File: src/rtl/servo_ramp_sequencer.sv
// servo_ramp_sequencer
//   Memory-mapped slew-rate limiter for the servo PWM channels. The CPU stores
//   per-channel target duty values and a shared step size on the dmem bus.
//   Every TICK_DIV clocks, one shared step unit walks the channels round-robin.
//   On each visit it moves that channel's live duty toward its target by at
//   most one step.
//
// Ports
//   clock        system clock
//   reset        asynchronous, active-high
//   wren         store strobe
//   address_dmem store/load word address
//   data         store data (low DUTY_W bits used)
//   rd_data      registered read-back (live duty, step or busy), 1-cycle latency
//   rd_hit       registered: previous-cycle address selected a block register
//   duty_out     live duty values, channel k at [k*DUTY_W +: DUTY_W]
//   busy         busy[k] = live[k] != target[k]
module servo_ramp_sequencer #(
  parameter int NUM_CH       = 3,
  parameter int DUTY_W       = 10,
  parameter int TICK_DIV     = 50000,
  parameter int CH_BASE_ADDR = 11,
  parameter int STEP_ADDR    = 21,
  parameter int STATUS_ADDR  = 22,
  parameter int RESET_DUTY   = 0
) (
  input  logic                     clock,
  input  logic                     reset,
  input  logic                     wren,
  input  logic [11:0]              address_dmem,
  input  logic [31:0]              data,
  output logic [31:0]              rd_data,
  output logic                     rd_hit,
  output logic [NUM_CH*DUTY_W-1:0] duty_out,
  output logic [NUM_CH-1:0]        busy
);

  localparam int CNT_W = (TICK_DIV > 1) ? $clog2(TICK_DIV) : 1;
  localparam int IDX_W = (NUM_CH > 1) ? $clog2(NUM_CH) : 1;
  localparam logic [CNT_W-1:0]  CNT_LAST = CNT_W'(TICK_DIV - 1);
  localparam logic [IDX_W-1:0]  IDX_LAST = IDX_W'(NUM_CH - 1);
  localparam logic [DUTY_W-1:0] DUTY_RST = DUTY_W'(RESET_DUTY);

  typedef enum logic {
    IDLE,
    UPDATE
  } state_t;

  logic [DUTY_W-1:0] target [NUM_CH];
  logic [DUTY_W-1:0] live   [NUM_CH];
  logic [DUTY_W-1:0] step;

  logic [CNT_W-1:0]  tick_cnt;
  logic              tick_wrap;
  state_t            state;
  logic [IDX_W-1:0]  idx;

  logic [NUM_CH-1:0] ch_sel;
  logic              step_sel;
  logic              status_sel;

  logic [DUTY_W-1:0] cur_live;
  logic [DUTY_W-1:0] cur_tgt;
  logic [DUTY_W-1:0] next_live;
  logic [DUTY_W:0]   sum_up;
  logic [DUTY_W:0]   lim_dn;

  // Upper store-data bits have no destination in this block.
  logic data_unused;
  assign data_unused = ^data[31:DUTY_W];

  assign tick_wrap = (tick_cnt == CNT_LAST);

  // Address decode shared by the store and read-back paths.
  always_comb begin
    ch_sel = '0;
    for (int unsigned k = 0; k < NUM_CH; k++) begin
      ch_sel[k] = (address_dmem == 12'(CH_BASE_ADDR + k));
    end
    step_sel   = (address_dmem == 12'(STEP_ADDR));
    status_sel = (address_dmem == 12'(STATUS_ADDR));
  end

  // Shared step unit. Comparisons are done one bit wider so that neither
  // live+step nor target+step can wrap; the downward case uses
  // live-step < target  <=>  live < target+step  to avoid underflow.
  always_comb begin
    cur_live = '0;
    cur_tgt  = '0;
    for (int unsigned k = 0; k < NUM_CH; k++) begin
      if (idx == IDX_W'(k)) begin
        cur_live = live[k];
        cur_tgt  = target[k];
      end
    end
    sum_up    = {1'b0, cur_live} + {1'b0, step};
    lim_dn    = {1'b0, cur_tgt} + {1'b0, step};
    next_live = cur_live;
    if (step == '0) begin
      next_live = cur_tgt;
    end else if (cur_live < cur_tgt) begin
      next_live = (sum_up >= {1'b0, cur_tgt}) ? cur_tgt : sum_up[DUTY_W-1:0];
    end else if (cur_live > cur_tgt) begin
      next_live = ({1'b0, cur_live} <= lim_dn) ? cur_tgt : (cur_live - step);
    end
  end

  // Tick scheduler and round-robin update pass.
  always_ff @(posedge clock or posedge reset) begin
    if (reset) begin
      tick_cnt <= '0;
      state    <= IDLE;
      idx      <= '0;
      for (int unsigned k = 0; k < NUM_CH; k++) begin
        live[k] <= DUTY_RST;
      end
    end else begin
      tick_cnt <= tick_wrap ? '0 : tick_cnt + 1'b1;
      case (state)
        IDLE: begin
          if (tick_wrap) begin
            state <= UPDATE;
            idx   <= '0;
          end
        end
        UPDATE: begin
          for (int unsigned k = 0; k < NUM_CH; k++) begin
            if (idx == IDX_W'(k)) begin
              live[k] <= next_live;
            end
          end
          if (idx == IDX_LAST) begin
            state <= IDLE;
            idx   <= '0;
          end else begin
            idx <= idx + 1'b1;
          end
        end
        default: begin
          state <= IDLE;
          idx   <= '0;
        end
      endcase
    end
  end

  // CPU-visible registers and registered read-back.
  always_ff @(posedge clock or posedge reset) begin
    if (reset) begin
      for (int unsigned k = 0; k < NUM_CH; k++) begin
        target[k] <= DUTY_RST;
      end
      step    <= DUTY_W'(1);
      rd_data <= '0;
      rd_hit  <= 1'b0;
    end else begin
      if (wren) begin
        for (int unsigned k = 0; k < NUM_CH; k++) begin
          if (ch_sel[k]) begin
            target[k] <= data[DUTY_W-1:0];
          end
        end
        if (step_sel) begin
          step <= data[DUTY_W-1:0];
        end
      end
      rd_hit  <= (|ch_sel) | step_sel | status_sel;
      rd_data <= '0;
      for (int unsigned k = 0; k < NUM_CH; k++) begin
        if (ch_sel[k]) begin
          rd_data <= 32'(live[k]);
        end
      end
      if (step_sel) begin
        rd_data <= 32'(step);
      end
      if (status_sel) begin
        rd_data <= 32'(busy);
      end
    end
  end

  always_comb begin
    duty_out = '0;
    busy     = '0;
    for (int unsigned k = 0; k < NUM_CH; k++) begin
      duty_out[k*DUTY_W +: DUTY_W] = live[k];
      busy[k]                      = (live[k] != target[k]);
    end
  end

endmodule

File: config.mk
export PLATFORM = sky130hd
export DESIGN_NAME = servo_ramp_sequencer
export DESIGN_NICKNAME = d
export VERILOG_FILES = /design/src/rtl/servo_ramp_sequencer.sv
export SDC_FILE = /design/constraint.sdc
export NUM_CORES = 1
export LEC_CHECK = 0
export BUFFER_PORTS_ARGS = -buffer_cell sky130_fd_sc_hd__buf_2
export CAP_MARGIN = 20
export CORE_MARGIN = 3
export CORE_UTILIZATION = 53
export DETAILED_ROUTE_END_ITERATION = 7
export PLACE_DENSITY_LB_ADDON = 0.3
export SETUP_SLACK_MARGIN = 0.15
export SYNTH_ARGS = -nofsm -noshare
export SYNTH_HDL_FRONTEND = slang
export SYNTH_SLANG_ARGS = --single-unit
File: constraint.sdc
create_clock -name clock -period 5.1 [get_ports clock]
set_clock_uncertainty 0.15 [all_clocks]
set_input_delay 0.765 -clock clock [delete_from_list [all_inputs] [get_ports clock]]
set_output_delay 0.765 -clock clock [all_outputs]
set_load 0.005 [all_outputs]
==> impl_metrics.csv, run 1 <==
group,metric,value,unit
outcome,status,"completed",
sta,layout_setup_ws,167,ps
worst_setup_path,r2r_slack,170,ps
worst_setup_path,cpMostUsedCell,"a21oi_2",
route,wl,23.0,mm
placement,finalWeightedCongestion,0.974,
clocking,ctsLongestPathBuffers,2,
sta,setup_viol,0,
route,drc,0,
worst_setup_path,path_class,"reg2reg",
global_routing,grt_pass1_vias,6654,
sta,tns,0,ps
worst_setup_path,r2r_start,"idx[0]",
worst_setup_path,critPathBufInv,4,
pwr,pwr-share-clk,43.3,%
pwr,swShare,23.2,%
pwr,combPwrFrac,7.1,%
yosys,netlist_instances,815,
clocking,cts_tree,"done",
worst_setup_path,crit_fanout,5,
min_path,min_path_type,"reg2reg",
worst_setup_path,crit_start,"idx[0]",
pwr,power.density,172,mW/mm^2
placement,dpl-instance-area,0.00842,sq mm
finish,num_antenna_cells,0,
yosys,yosys.area_share.simple,16.0,%
clocking,cts_sinks,100,
worst_setup_path,slowest_stage,"dfrtp_2",
finish,final_cells,1143,
yosys,yosysUniqueCellTypes,72,
yosys,ys_seq_elements,100,
floorplan,io_pins,113,
global_routing,grt_max_degree,66,
yosys,ys_warn_count,0,
pwr,p_seq_share,49.6,%
clocking,clk_pin_slew_worst_paths,70,ps
worst_setup_path,cp-start-kind,"register",
placement,placedCellCount,1103,
yosys,yosys.area_share.adder,11.0,%
sta,max_freq,203,MHz
placement,hpwl,16.6,mm
yosys,synth-xor-area-share,6.64,%
finish,layout-drive-gt1-share,29.9,%
global_routing,grt_usage,28.0,%
pwr,power.leakage,4.58,nW
sta,worst_pin_slew,1060,ps
min_path,hp-start,"tick_cnt[0]",
worst_setup_path,crit_family,"compound AO/OA/AOI/OAI gates",
sta,hold_viol,0,
route,route.antenna.remaining_nets,0,
floorplan,initial_core_util,55.4,%
sta,rsz0062_at_grt,"yes",
yosys,synth_top_flop_cell,"dfrtp_1",
yosys,muxShareOfSynthArea,9.32,%
sta,period_share,96.7,%
yosys,async_flop_share,100,%
yosys,ys_seq_area_share,33.3,%
route,via_per_inst,6.14,
floorplan,fp-row-count,42,
worst_setup_path,r2r_end,"duty_out[3]",
floorplan,core,0.0136,sq mm
placement,dp_slack,-162,ps
finish,area_growth_syn_to_layout,23.7,%
sta,drv_slew,0,
worst_setup_path,end_kind,"register",
sta,hold_slack,345,ps
placement,port_buffers,68,
clocking,clock_latency,350,ps
route,route.detailed.wl_per_inst,20.2,um
worst_setup_path,critPathMaxStageDelay,430,ps
floorplan,die-area,0.0156,sq mm
route,dr.pass1.iters,6,
pwr,power,1.60,mW
global_routing,grt_pass1_wl,35.3,mm
yosys,synth-compound-area-share,17.6,%
yosys,synth_edf_count,0,
clocking,numCtsBuffers,9,
min_path,min_to,"tick_cnt[0]",
finish,seq_area,0.00250,sq mm
sta,slew_headroom,28.9,%
sta,finalCriticalPeriod,4930,ps
finish,nets,1073,
global_routing,overflow,0,
route,dr.first_iter.drc_count,664,
pwr,ir_worst_vdd,0.188,mV
yosys,synth_area,0.00752,sq mm
run,drv_cap,0,
route,vias,7015,
floorplan,die_w,125,um
clocking,clockRootBuffer,"clkbuf_16",
clocking,h-tree-depth,3,
worst_setup_path,worstPathArrival,5010,ps
global_routing,antenna_found_initial,0,
finish,final_core_util,68.6,%
worst_setup_path,rr_worst_depth,23,
worst_setup_path,crit_required,5170,ps
finish,fillers,1065,
yosys,avgSynthCellArea,9.22,sq um
yosys,synth_top_family_by_area,"compound AO/OA/AOI/OAI gates",
pwr,p_switching,373,uW
floorplan,die_y,125,um
min_path,hold_path_depth,1,
finish,multi_input_area,0.00501,sq mm
finish,fin_area,0.00930,sq mm
pwr,intPower,1.23,mW
worst_setup_path,path_cells,"buf_6 > mux2i_1 > nor2_1 > a21oi_2 > inv_1 > ha_1 > a21o_1 > a21oi_2 > o21bai_1 > a21oi_2 > o21ai_2 > buf_4 > and4_1 > nor3_2 > ha_1 > nand3_1 > nor3_1 > a211o_1 > a211o_1 > buf_4 > mux2i_1 > nor3_2 > o41ai_1",
==> how the worst max path moves through the flow <==
stage          cells past startpoint  slack (ps)            to
2_1_floorplan                     23         180  duty_out[11]
3_3_place_gp                      24        -160  duty_out[11]
3_5_place_dp                      19        -160  duty_out[17]
4_1_cts                           24         140  duty_out[17]
5_1_grt                           24           8  duty_out[22]
6_report                          23         170   duty_out[3]
==> worst reg2reg max path: cells and delay by family, from the launching register on <==
family                   cells  cell delay (ps)
adder cells (fa/ha/maj)      2              570
buffers and inverters        4              530
AND/OR/NAND/NOR              6              720
multiplexers                 2              400
AO/OA/AOI/OAI                9             2020
flip-flops                   1              430
==> sequential cells by signal, summed over array words and instances, names as in the netlist <==
| signal | cells |
|---|---|
| step | 10 |
| rd_data | 10 |
| state | 1 |
| tick_cnt | 16 |
| idx | 2 |
| duty_out | 30 |
| target | 30 |
| rd_hit | 1 |
==> final cells by class <==
cell class	count	area share, %
Multi-Input combinational cell	641	53.9
Sequential cell	100	26.9
Timing Repair Buffer	165	11.7
Clock buffer	11	2.61
Tap cell	176	2.37
Inverter	45	1.84
Clock inverter	5	0.646
==> power by group through the flow <==
stage | sequential, mW | clock [mW] | combinational (mW)
2_1_floorplan | 0.811 | 0 | 0.0728
3_3_place_gp | 0.811 | 0 | 0.0968
3_5_place_dp | 0.811 | 0 | 0.0976
4_1_cts | 0.796 | 0.699 | 0.101
5_1_grt | 0.796 | 0.733 | 0.124
6_report | 0.796 | 0.694 | 0.114
==> kinds of logic (layout without fill, tap and decap cells) <==
logic type / after synthesis / count (layout)
simple gates: 245 / 245
compound gates: 188 / 188
flops: 100 / 100
buf+inv: 95 / 226
mux: 65 / 65
fa+ha+maj: 64 / 64
xor+xnor: 57 / 57
other cells: 1 / 22
==> Yosys cell counts, drive strengths merged, types with 11 or more instances <==
| cell type | count | share of area, % |
|---|---|---|
| a21o | 12 | 1.2 |
| a21oi | 33 | 2.2 |
| a222oi | 12 | 1.6 |
| buf | 29 | 2.7 |
| clkbuf | 21 | 1.0 |
| dfrtp | 99 | 33 |
| ha | 61 | 10 |
| inv | 45 | 2.2 |
| mux2 | 40 | 6.0 |
| mux2i | 25 | 3.3 |
| nand2 | 97 | 4.8 |
| nand2b | 14 | 1.2 |
| nand3 | 11 | 0.73 |
| nor2 | 38 | 1.9 |
| nor3 | 20 | 1.3 |
| nor4 | 16 | 1.6 |
| o21ai | 52 | 3.5 |
| o31ai | 11 | 1.1 |
| xnor2 | 21 | 2.4 |
| xor2 | 36 | 4.2 |
==> what timing repair did <==
action / 4_1_cts / 5_1_grt
buffers inserted: 9 / 15
hold buffers: 0 / 0
gates resized for setup: 39 / 48
setup endpoints to repair: 30 / 30
pin swaps: 13 / 27
cloned: 0 / 0
==> per-layer routing <==
layer,vias up,GRT usage (%),routed length [um]
li1,3223,-,-
met1,3401,38.6,9460
met2,351,46.1,11100
met3,40,4.78,1970
met4,0,7.14,492
met5,-,0,0
==> layout by cell type, fill, tap and decap left out, types with 4 or more instances in the layout <==
cell and count:
a211o_1 4, a211oi_1 4, a21o_1 12, a21oi_1 24, a21oi_2 8, a222oi_1 12
and3_1 5, buf_2 68, buf_4 92, buf_6 5, clkbuf_16 9, conb_1 22
dfrtp_1 98, ha_1 57, inv_1 42, mux2_2 40, mux2i_1 22, nand2_1 97
nand2b_1 14, nand3_1 10, nand3b_1 4, nand4_1 10, nor2_1 37, nor2b_1 9
nor3_1 17, nor3b_1 4, nor4_1 13, o211ai_1 4, o21ai_0 33, o21ai_1 12
o21ai_2 6, o21bai_1 4, o221ai_1 4, o31ai_1 7, xnor2_1 20, xor2_1 35
(Power assumes the default switching activity.)
==> run 2: changes to the inputs <==
Settings changed: ABC_AREA set to 1.
==> run 2 against run 1 <==
Total power is 4.5% lower. Sequential power about the same. Non-clock buffer count decreased by 38. Largest cell class unchanged. Sequential share of layout area rose by 0.46 points. Via count grew 17%. Cell area decreased by 1.7%. Register-to-register slack better by 240 ps. Global-route usage grew 3.9 points. Largest power group unchanged. Wire length is 15% higher. Critical path type unchanged.
==> impl_metrics.csv, run 2 <==
group,metric,value,unit
yosys,synth_area,0.00802,sq mm
placement,dp_slack,359,ps
route,route.antenna.remaining_nets,0,
sta,worst_pin_slew,912,ps
worst_setup_path,crit_fanout,13,
yosys,ys_seq_area_share,31.2,%
worst_setup_path,worstPathArrival,4790,ps
sta,drv_slew,0,
min_path,hold_path_depth,1,
floorplan,die_y,129,um
clocking,clk_pin_slew_worst_paths,70,ps
yosys,netlist_instances,1141,
worst_setup_path,crit_required,5200,ps
floorplan,die-area,0.0166,sq mm
worst_setup_path,cp-start-kind,"register",
pwr,power,1.53,mW
clocking,cts_tree,"done",
yosys,ys_seq_elements,100,
worst_setup_path,path_cells,"buf_4 > nor2_4 > buf_4 > a221oi_1 > ha_1 > inv_2 > nand2_1 > nor3_1 > o21ai_0 > nand3_1 > xor2_1 > inv_1 > ha_1 > nor2_1 > o21ai_0 > a31oi_4 > nand2_2 > or2_0 > nand2_1 > nand3_2 > nand3_1 > nand2_1",
route,vias,8188,
finish,layout-drive-gt1-share,15.6,%
finish,final_cell_mix,"nand2_1 (291), inv_1 (170), dfrtp_1 (98)",
placement,hpwl,21.2,mm
clocking,ctsLongestPathBuffers,2,
yosys,synth-xor-area-share,3.50,%
pwr,intPower,1.15,mW
yosys,yosys.area_share.adder,10.3,%
yosys,yosysUniqueCellTypes,50,
finish,num_antenna_cells,0,
worst_setup_path,critPathBufInv,4,
floorplan,core,0.0146,sq mm
global_routing,antenna_found_initial,0,
clocking,holdBufCountCts,0,
sta,tns,0,ps
yosys,ys_top_cells_by_area,"dfrtp_1 (31%), nand2_1 (14%), ha_1 (9.5%), inv_1 (8.0%), nand3_1 (5.2%)",
sta,finalCriticalPeriod,4690,ps
pwr,p_seq_share,52.0,%
pwr,swShare,24.6,%
global_routing,grt_pass1_vias,7608,
worst_setup_path,r2r_end,"duty_out[16]",
run,drv_cap,0,
route,route.detailed.wl_per_inst,18.4,um
yosys,ys_warn_count,0,
global_routing,grt_max_degree,70,
clocking,clock_latency,360,ps
clocking,clockRootBuffer,"clkbuf_16",
finish,fin_area,0.00914,sq mm
sta,max_freq,213,MHz
finish,nets,1364,
yosys,synth_most_common_cell,"nand2_1",
finish,multi_input_area,0.00462,sq mm
worst_setup_path,cp_num_cells,22,
placement,dpl-instance-area,0.00879,sq mm
floorplan,fp-row-count,44,
worst_setup_path,critPathMaxStageDelay,490,ps
sta,setup_viol,0,
clocking,h-tree-depth,3,
pwr,p_switching,377,uW
clocking,cts_sinks,100,
pwr,ir_worst_vdd,0.276,mV
finish,seq_area,0.00250,sq mm
worst_setup_path,crit_family,"simple AND/OR/NAND/NOR gates",
floorplan,die_w,129,um
yosys,synth_top_area_share,30.9,%
route,dr.pass1.iters,6,
min_path,hp-start,"tick_cnt[5]",
route,drc,0,
route,dr.first_iter.drc_count,934,
pwr,power.density,168,mW/mm^2
route,wl,26.5,mm
pwr,combPwrFrac,5.2,%
worst_setup_path,end_kind,"register",
yosys,synth-compound-area-share,13.4,%
outcome,status,"completed",
placement,placedCellCount,1421,
placement,port_buffers,68,
route,via_per_inst,5.68,
finish,final_common_cell,"nand2_1",
floorplan,initial_core_util,54.8,%
global_routing,grt_usage,31.9,%
clocking,numCtsBuffers,9,
finish,final_core_util,62.4,%
sta,slew_headroom,38.6,%
worst_setup_path,r2r_start,"idx[0]",
global_routing,overflow,0,
floorplan,io_pins,113,
yosys,yosys-top-cells-count,"nand2_1 (292), inv_1 (171), dfrtp_1 (99), nor2_1 (85), nand3_1 (84)",
placement,finalWeightedCongestion,1.01,
finish,final_cells,1442,
min_path,min_to,"tick_cnt[5]",
yosys,muxShareOfSynthArea,0,%
worst_setup_path,path_class,"reg2reg",
worst_setup_path,slowest_stage,"a221oi_1",
yosys,synth_edf_count,0,
min_path,min_path_type,"reg2reg",
yosys,async_flop_share,100,%
pwr,pwr-share-clk,42.8,%
global_routing,grt_pass1_wl,40.6,mm
yosys,synth_top_flop_cell,"dfrtp_1",
worst_setup_path,rr_worst_depth,22,
worst_setup_path,cpMostUsedCell,"nand2_1",
sta,rsz0062_at_grt,"yes",
pwr,power.leakage,5.05,nW
sta,hold_slack,324,ps
yosys,avgSynthCellArea,7.03,sq um
finish,fillers,1399,
yosys,yosys.area_share.simple,29.2,%
yosys,synth_top_family_by_area,"simple AND/OR/NAND/NOR gates",
yosys,yosysTopAreaCell,"dfrtp_1",
finish,area_growth_syn_to_layout,14.0,%
sta,hold_viol,0,
worst_setup_path,r2r_slack,410,ps
sta,layout_setup_ws,411,ps
sta,period_share,91.9,%
## run 2: cell count changes after synthesis, sizes merged, moves of 14 or more
cell,change
nand3,+76
a21oi,+25
nand2b,-14
nand2,+202
o21ai,+27
nand4,+15
mux2,-40
nor2,+55
inv,+138
mux2i,-25
## run 2: cell type report
type                            count  share of cell area [%]
Inverter                          186                    7.66
Tap cell                          184                    2.52
Timing Repair Buffer              127                    8.84
Clock inverter                      6                   0.520
Multi-Input combinational cell    829                    50.6
Sequential cell                   100                    27.4
Clock buffer                       10                    2.50
## run 2: cell families after synthesis
| logic type | count (synthesis) |
|---|---|
| simple gates | 530 |
| other cells | 1 |
| fa+ha+maj | 64 |
| xor+xnor | 32 |
| buf+inv | 233 |
| flops | 100 |
| compound gates | 181 |
## run 2: how the worst max path moves through the flow
stage / startpoint / to
floorplan: idx[0] / duty_out[29]
global placement: idx[1] / duty_out[3]
detailed placement: idx[1] / duty_out[3]
CTS: idx[1] / duty_out[3]
global route: idx[0] / duty_out[3]
finish: idx[0] / duty_out[16]
## run 2: metal layers
layer  routed length, um  vias up  global-route usage (%)  part of all wire (%)
li1                    -     3892                       -                     -
met5                   0        -                       0                     0
met2               11500      448                    48.0                    43
met1               11300     3791                    45.4                    43
met3                2850       57                    6.39                    11
met4                 845        0                    11.8                   3.2
## run 2: timing repair
action | 4_1_cts | 5_1_grt
setup buffers | 0 | 4
endpoints found under the setup margin | 0 | 30
resized for setup | 0 | 8
## run 2: power groups by stage
stage	combinational (mW)	sequential [mW]	clock, mW
finish	0.0796	0.797	0.656
detailed placement	0.0789	0.812	0
floorplan	0.0597	0.811	0
global placement	0.0774	0.812	0
CTS	0.0794	0.796	0.664
global route	0.0903	0.796	0.688
==> run 3: changes to the inputs <==
Settings changed: CORE_UTILIZATION 53 to 59.
Clock period 5.1 ns to 4.4 ns, I/O delays scaled along.
==> run 3 against run 2 <==
Combinational power rose by 29%. Cell area rose by 10%. Largest power group unchanged. Count of clock-buffer cells in the layout fell by 1. Worst hold slack got worse by 4.5 ps. Clock power rose by 22%. Highest routed layer unchanged. Maximum frequency rose by 7.9%. Wire length rose by 9.9%. Global-route usage rose by 6.6 points. Non-clock buffer count rose by 63. Setup slack got worse by 360 ps. Total power rose by 19%. Register-to-register slack got worse by 360 ps.
==> impl_metrics.csv, run 3 (synthesis results as in run 2) <==
group,metric,value,unit
pwr,p_seq_share,50.6,%
outcome,status,"completed",
sta,layout_setup_ws,52.4,ps
worst_setup_path,cp-start-kind,"register",
global_routing,grt_pass1_wl,43.4,mm
clocking,clock_latency,360,ps
pwr,swShare,25.8,%
worst_setup_path,crit_family,"simple AND/OR/NAND/NOR gates",
worst_setup_path,end_kind,"register",
sta,rsz0062_at_grt,"yes",
worst_setup_path,r2r_slack,50,ps
worst_setup_path,slowest_stage,"dfrtp_2",
finish,final_cell_mix,"nand2_1 (278), inv_1 (167), buf_4 (116)",
worst_setup_path,crit_required,4500,ps
sta,hold_slack,319,ps
route,drc,0,
worst_setup_path,r2r_start,"idx[1]",
global_routing,grt_pass1_vias,8052,
floorplan,initial_core_util,62.0,%
worst_setup_path,critPathBufInv,3,
clocking,h-tree-depth,3,
route,dr.pass1.iters,6,
route,route.detailed.wl_per_inst,19.5,um
placement,placedCellCount,1453,
pwr,pwr-share-clk,43.8,%
sta,slew_headroom,37.2,%
pwr,power.density,182,mW/mm^2
placement,finalWeightedCongestion,1.03,
pwr,ir_worst_vdd,0.291,mV
worst_setup_path,crit_start,"idx[1]",
pwr,combPwrFrac,5.6,%
pwr,power.leakage,5.44,nW
worst_setup_path,crit_fanout,7,
placement,dpl-instance-area,0.00911,sq mm
finish,nets,1429,
sta,hold_viol,0,
sta,max_freq,230,MHz
pwr,intPower,1.35,mW
placement,port_buffers,68,
worst_setup_path,worstPathArrival,4450,ps
run,drv_cap,0,
route,route.antenna.remaining_nets,0,
route,wl,29.1,mm
floorplan,die_y,123,um
floorplan,die_w,123,um
worst_setup_path,path_class,"reg2reg",
global_routing,antenna_found_initial,0,
floorplan,die-area,0.0150,sq mm
sta,tns,0,ps
finish,final_common_cell,"nand2_1",
finish,final_cells,1496,
finish,fin_area,0.0101,sq mm
finish,area_growth_syn_to_layout,25.4,%
clocking,cts_sinks,100,
worst_setup_path,critPathMaxStageDelay,480,ps
clocking,clk_pin_slew_worst_paths,80,ps
sta,worst_pin_slew,933,ps
floorplan,fp-row-count,41,
route,via_per_inst,5.79,
global_routing,grt_usage,38.5,%
sta,finalCriticalPeriod,4350,ps
floorplan,io_pins,113,
worst_setup_path,cp_num_cells,32,
worst_setup_path,cpMostUsedCell,"nand2_1",
global_routing,overflow,0,
floorplan,core,0.0129,sq mm
sta,drv_slew,0,
worst_setup_path,crit_end,"duty_out[22]",
sta,setup_viol,0,
finish,fillers,959,
min_path,min_path_type,"in2async",
worst_setup_path,rr_worst_depth,32,
placement,dp_slack,-238,ps
sta,period_share,98.8,%
clocking,numCtsBuffers,9,
clocking,cts_tree,"done",
route,vias,8657,
finish,layout-drive-gt1-share,25.0,%
clocking,ctsLongestPathBuffers,2,
clocking,clockRootBuffer,"clkbuf_16",
placement,hpwl,22.2,mm
worst_setup_path,r2r_end,"duty_out[22]",
global_routing,grt_max_degree,74,
route,dr.first_iter.drc_count,1221,
pwr,p_switching,471,uW
==> run 3: cell types whose count changed in the layout (fill, tap and decap cells not counted), sizes merged <==
cell / previous run / this run
clkinv: 6 / 7
clkinvlp: 0 / 1
nor2: 93 / 94
buf: 127 / 190
clkbuf: 10 / 9
nand3: 87 / 88
inv: 186 / 185
diode: 0 / 1
==> run 3: worst min path at each step <==
stage / startpoint / endpoint / slack, ps / depth (start not counted)
global route: tick_cnt[5] / tick_cnt[5] / 340 / 1
CTS: tick_cnt[5] / tick_cnt[5] / 320 / 1
finish: reset / duty_out[1] / 320 / 2
detailed placement: tick_cnt[5] / tick_cnt[5] / 310 / 1
global placement: tick_cnt[5] / tick_cnt[5] / 310 / 1
floorplan: tick_cnt[5] / tick_cnt[5] / 290 / 1
==> run 3: routing by layer <==
metal,wire [um],vias up,global-route usage (%)
li1,-,4026,-
met5,0,-,0
met4,1210,0,15.7
met1,11500,3979,52.3
met3,3650,96,11.3
met2,12700,556,57.6
==> run 3: timing repair <==
| item | 4_1_cts | 5_1_grt |
|---|---|---|
| endpoints found under the hold margin | 0 | 0 |
| setup buffers | 15 | 8 |
| gates resized for setup | 48 | 48 |
| gates cloned | 3 | 0 |
| endpoints found under the setup margin | 30 | 30 |
| hold buffers | 0 | 0 |
| pin swaps | 38 | 22 |
==> run 3: final cells by class <==
class	instances	area [sq um]	share of cell area, %
Timing Repair Buffer	190	1300	12.9
Clock inverter	7	75.1	0.746
Tap cell	172	215	2.14
Inverter	186	713	7.09
Clock buffer	9	225	2.24
Antenna cell	1	2.50	0.0249
Sequential cell	100	2510	24.9
Multi-Input combinational cell	831	5020	49.9
==> run 3: power by group through the flow <==
stage	clock [mW]	sequential (mW)	combinational, mW
6_report	0.800	0.923	0.103
5_1_grt	0.834	0.923	0.114
4_1_cts	0.799	0.923	0.0987
3_5_place_dp	0	0.941	0.0941
3_3_place_gp	0	0.941	0.0921
2_1_floorplan	0	0.940	0.0693
==> run 3: per-stage QoR <==
stage,utilization (%),power [mW]
3_5_place_dp,70.5,1.03
6_report,77.8,1.83
3_3_place_gp,70.5,1.03
2_1_floorplan,-,1.01
5_1_grt,77.8,1.87
4_1_cts,75.6,1.82
